File: src/rtl/sdram_arb_pkg.sv
// Shared types and constants for the two-client SDRAM command arbiter.
// Address layout is {bank, row, col}, matching the controller's word address.
package sdram_arb_pkg;

    localparam int BANK_W     = 2;
    localparam int ROW_W      = 12;
    localparam int COL_W      = 8;
    localparam int ADDR_W_DEF = BANK_W + ROW_W + COL_W;

    typedef enum logic [1:0] {
        IDLE = 2'd0,
        CMD  = 2'd1,
        XFER = 2'd2,
        REF  = 2'd3
    } state_t;

    // Round-robin pick: on a tie the client not served last wins.
    function automatic logic pick_client(input logic [1:0] req, input logic last_srv);
        return (&req) ? ~last_srv : req[1];
    endfunction

endpackage

File: src/rtl/sdram_ref_timer.sv
// Free-running refresh interval timer; raises ref_pend on each wrap, held until ref_ack.
// A wrap while ref_pend is already set is absorbed rather than queued.
module sdram_ref_timer #(
    parameter int REF_PERIOD = 780
) (
    input  logic clk,
    input  logic rst_n,
    input  logic ref_ack,
    output logic ref_pend
);

    localparam int CNT_W = $clog2(REF_PERIOD + 1);

    logic [CNT_W-1:0] cnt;
    logic             wrap;

    assign wrap = (cnt == CNT_W'(REF_PERIOD - 1));

    always_ff @(posedge clk or negedge rst_n) begin
        if (!rst_n) begin
            cnt      <= '0;
            ref_pend <= 1'b0;
        end else begin
            cnt <= wrap ? '0 : cnt + CNT_W'(1);
            if (ref_ack)
                ref_pend <= 1'b0;
            else if (wrap)
                ref_pend <= 1'b1;
        end
    end

endmodule

File: src/rtl/sdram_arbiter.sv
// Shares the SDRAM controller's write/read command ports between two burst clients, with refresh
// taking priority at IDLE. Command issues one cycle after a request is seen; clients wait on req/ack.
module sdram_arbiter
    import sdram_arb_pkg::*;
#(
    parameter int ADDR_W     = ADDR_W_DEF,
    parameter int BURST_LEN  = 256,
    parameter int REF_PERIOD = 780
) (
    input  logic                clk,
    input  logic                rst_n,
    input  logic [1:0]          cli_req,
    input  logic [1:0]          cli_wr,
    input  logic [2*ADDR_W-1:0] cli_addr,
    output logic [1:0]          cli_ack,
    output logic [1:0]          grant,
    output logic                sd_wr_req,
    output logic [ADDR_W-1:0]   sd_waddr,
    input  logic                sd_wr_ack,
    output logic                sd_rd_req,
    output logic [ADDR_W-1:0]   sd_raddr,
    input  logic                sd_rd_ack,
    output logic                sd_ref_req,
    input  logic                sd_ref_ack,
    output logic                busy
);

    localparam int BCNT_W = (BURST_LEN > 1) ? $clog2(BURST_LEN) : 1;

    state_t            state;
    logic              sel;
    logic              wr_lat;
    logic              last_srv;
    logic [BCNT_W-1:0] bcnt;
    logic              ref_pend;
    logic              ref_ack;
    logic              win;
    logic [ADDR_W-1:0] win_addr;

    assign ref_ack  = (state == REF) && sd_ref_ack;
    assign win      = pick_client(cli_req, last_srv);
    assign win_addr = win ? cli_addr[2*ADDR_W-1:ADDR_W] : cli_addr[ADDR_W-1:0];

    sdram_ref_timer #(.REF_PERIOD(REF_PERIOD)) u_ref_timer (
        .clk      (clk),
        .rst_n    (rst_n),
        .ref_ack  (ref_ack),
        .ref_pend (ref_pend)
    );

    always_ff @(posedge clk or negedge rst_n) begin
        if (!rst_n) begin
            state      <= IDLE;
            sel        <= 1'b0;
            wr_lat     <= 1'b0;
            last_srv   <= 1'b1;
            bcnt       <= '0;
            cli_ack    <= '0;
            grant      <= '0;
            sd_wr_req  <= 1'b0;
            sd_rd_req  <= 1'b0;
            sd_waddr   <= '0;
            sd_raddr   <= '0;
            sd_ref_req <= 1'b0;
            busy       <= 1'b0;
        end else begin
            cli_ack <= '0;
            case (state)
                IDLE: begin
                    if (ref_pend) begin
                        sd_ref_req <= 1'b1;
                        busy       <= 1'b1;
                        state      <= REF;
                    end else if (|cli_req) begin
                        sel       <= win;
                        wr_lat    <= cli_wr[win];
                        sd_waddr  <= win_addr;
                        sd_raddr  <= win_addr;
                        sd_wr_req <= cli_wr[win];
                        sd_rd_req <= ~cli_wr[win];
                        busy      <= 1'b1;
                        state     <= CMD;
                    end
                end
                CMD: begin
                    // Only the ack matching the issued direction commits the command.
                    if (wr_lat ? sd_wr_ack : sd_rd_ack) begin
                        sd_wr_req    <= 1'b0;
                        sd_rd_req    <= 1'b0;
                        cli_ack[sel] <= 1'b1;
                        grant[sel]   <= 1'b1;
                        bcnt         <= '0;
                        state        <= XFER;
                    end
                end
                XFER: begin
                    if (bcnt == BCNT_W'(BURST_LEN - 1)) begin
                        grant    <= '0;
                        last_srv <= sel;
                        busy     <= 1'b0;
                        state    <= IDLE;
                    end else begin
                        bcnt <= bcnt + BCNT_W'(1);
                    end
                end
                REF: begin
                    if (sd_ref_ack) begin
                        sd_ref_req <= 1'b0;
                        busy       <= 1'b0;
                        state      <= IDLE;
                    end
                end
                default: state <= IDLE;
            endcase
        end
    end

endmodule

File: config.mk
export PLATFORM = sky130hd
export DESIGN_NAME = sdram_arbiter
export DESIGN_NICKNAME = d
export VERILOG_FILES = /design/src/rtl/sdram_arb_pkg.sv /design/src/rtl/sdram_ref_timer.sv /design/src/rtl/sdram_arbiter.sv
export SDC_FILE = /design/constraint.sdc
export NUM_CORES = 1
export LEC_CHECK = 0
export CORE_ASPECT_RATIO = 1.75
export CORE_MARGIN = 2
export CORE_UTILIZATION = 48
export CTS_BUF_LIST = sky130_fd_sc_hd__clkbuf_8
export DETAILED_ROUTE_END_ITERATION = 8
export GPL_ROUTABILITY_DRIVEN = 0
export PLACE_DENSITY = 0.88
export RECOVER_POWER = 25
export SLEW_MARGIN = 20
export SYNTH_ARGS = -nofsm -noshare
export SYNTH_HDL_FRONTEND = slang
export SYNTH_SLANG_ARGS = --single-unit
export TNS_END_PERCENT = 20
File: constraint.sdc
create_clock -name clk -period 3.42 [get_ports clk]
set_input_delay 0.684 -clock clk [delete_from_list [all_inputs] [get_ports clk]]
set_output_delay 0.684 -clock clk [all_outputs]
set_load 0.02 [all_outputs]
==> results.ini <==
[sta]
hold_ws_ps = 481
finalSetupViolations = 0
fmax_mhz = 472
tns_ps = 0
drv_slew = 0
skew_ps = 6.50
timing.final.ws_setup_ps = 1300
period_share_pct = 62.0
hold_viol = 0
relSlewSlack_pct = 14.3
rsz0062_at_grt = no
finalCriticalPeriod_ps = 2120
worstMarginPinSlew_ps = 1290

[floorplan]
ioPinCount = 105
start_util_pct = 48.9
row_count = 36
fp.dieW_um = 60.6
fp.coreArea_um2 = 5500
die_y_um = 103
die_area_um2 = 6240

[yosys]
synth_most_common_cell = dfrtp_1
ys_types = 40
syn_nets = 313
synth_edf_count = 0
yosysSeqAreaShare_pct = 50.3
synth_ff_type = dfrtp_1
netlist_instances = 258
ys_warn_count = 0
synthesis.area_um2 = 2690
synthTopCellsByCount = 53 x dfrtp_1, 34 x nor2_1, 28 x a21oi_1, 25 x mux2i_1, 22 x buf_4
synth_top_area_share_pct = 49.3
ys_async_sr_fraction_pct = 100
synth_seq_cells = 54
avgSynthCellArea_um2 = 10.4
synth_top_area_cell = dfrtp_1
synth_area_leaders = dfrtp_1 49%, mux2i_1 9.3%, buf_4 6.1%, a21oi_1 5.2%, nor2_1 4.7%

[pwr]
ir_worst_vdd_mv = 0.475
total_power_w = 0.00295
p_leak_nw = 1.66
powerDensity_nw_per_um2 = 788

[setup_path]
end_kind = flip-flop
r2r_slack_ps = 1300
start_kind = flip-flop
cp.arrival_ps = 2300
critPathMaxFanout = 15
worstPathRequired_ps = 3600
crit_type = flip-flop to flip-flop

[route]
viasPerCell = 5.19
firstDrtPassIters = 4
wl_per_cell_um = 14.4
postRouteAntennaNets = 0
drt-total-wl_um = 5980
vias = 2163
post-route-drc-count = 0
drt-initial-drc-count = 76

[clock_tree]
cts.repair.resized = 0
clk_latency_ps = 300
cts_tree = yes
cts_root_buffer = clkbuf_8
cts_buffer_depth = 2
clock-sinks = 54
cts_setup_buffers = 0
cts_inserted_buffers = 5
cts_max_level = 2
clk_pin_slew_ps = 90
cts-hold-fix-buffers = 0

[cells_and_area]
nets = 395
drive_gt1_share_pct = 6.45
n_antenna_cell = 0
area_growth_pct = 39.0
final_cells = 417

[grt]
first_global_vias = 2151
track_usage_pct = 20.1
grt_overflow_total = 0
grt_first_pass_wirelength_um = 9580
grt_max_degree = 55
grt_antenna_before_repair = 0

[worst_hold_path]
hp-class = flip-flop to flip-flop

[placed_design]
place_ws_ps = 1080
numPortBuffers = 104
placedCellCount = 409
place_hpwl_um = 4700

[outcome]
status = complete, no violations

[job]
maxCapViolCount = 0

-- kinds of logic after synthesis --
family          count (synthesis)  synth area share, %
compound gates                 49                 11.3
xor+xnor                        7                 2.28
fa+ha+maj                       2                0.931
buf+inv                        35                 8.38
flops                          54                 50.3
mux                            27                 10.1
simple gates                   84                 16.6
-- flip-flops by register name, indices dropped and copies added, names as in the netlist, 2 cells and up --
name / cells
bcnt: 8
cli_ack: 2
grant: 2
sd_raddr: 22
state: 2
u_ref_timer.cnt: 10
-- metal layers --
metal  track usage [%]  part of all wire [%]  vias up
met2              36.4                    55       68
met1              22.1                    37     1028
li1                  -                     -     1053
met5                 0                     0        -
met4              9.70                   2.9        0
met3              2.89                   5.1       14
-- cells in the final DEF (no fill, tap or decap), drive strengths merged, types with 5 or more instances in the layout --
master | Yosys | final
dfrtp | 53 | 53
a21oi | 28 | 28
nand2 | 6 | 6
nor2 | 34 | 34
clkbuf | 2 | 7
nor3 | 8 | 8
a211o | 6 | 6
and3 | 5 | 5
nand3 | 9 | 9
mux2i | 25 | 25
clkdlybuf4s50 | 0 | 103
-- stage by stage --
step,util (%),instance area [um^2]
6_report,68.0,3740
2_1_floorplan,-,2690
3_5_place_dp,66.4,3650
4_1_cts,68.0,3740
5_1_grt,68.0,3740
3_3_place_gp,66.4,3650
-- path summary, 6_finish.rpt --
check	from	to	cells past startpoint
worst max-delay path	state[1]	bcnt[5]	4
min in group asynchronous	rst_n	bcnt[5]	2
worst min-delay path	u_ref_timer.cnt[9]	u_ref_timer.cnt[9]	1
worst min register to register	u_ref_timer.cnt[9]	u_ref_timer.cnt[9]	1
max in group asynchronous	rst_n	sd_raddr[5]	2
worst max register to register	state[1]	bcnt[5]	4
-- area by class of cell --
type / count / area [um^2]
fill: 440 / 1760
sequential: 54 / 1350
multi-input combinational: 169 / 1130
timing repair buffer: 108 / 1060
tap: 76 / 95.1
clock buffer: 6 / 82.6
clock inverter: 2 / 8.76
inverter: 2 / 7.51
-- report_power, final --
group / internal, W / switching [W] / leakage (nW) / total [W]
registers: 0.000852 / 0.000203 / 0.643 / 0.00106
clock network: 0.000161 / 0.000189 / 0.0524 / 0.000349
logic: 0.000751 / 0.000790 / 0.965 / 0.00154
-- worst max-delay path, cell delays in order, from the launching register on --
cell,delay [ps]
dfrtp_1,600
nand2b_1,300
a41oi_1,540
nor2_1,220
a211o_1,340
Note: power is estimated with default switching activity, not from simulation.
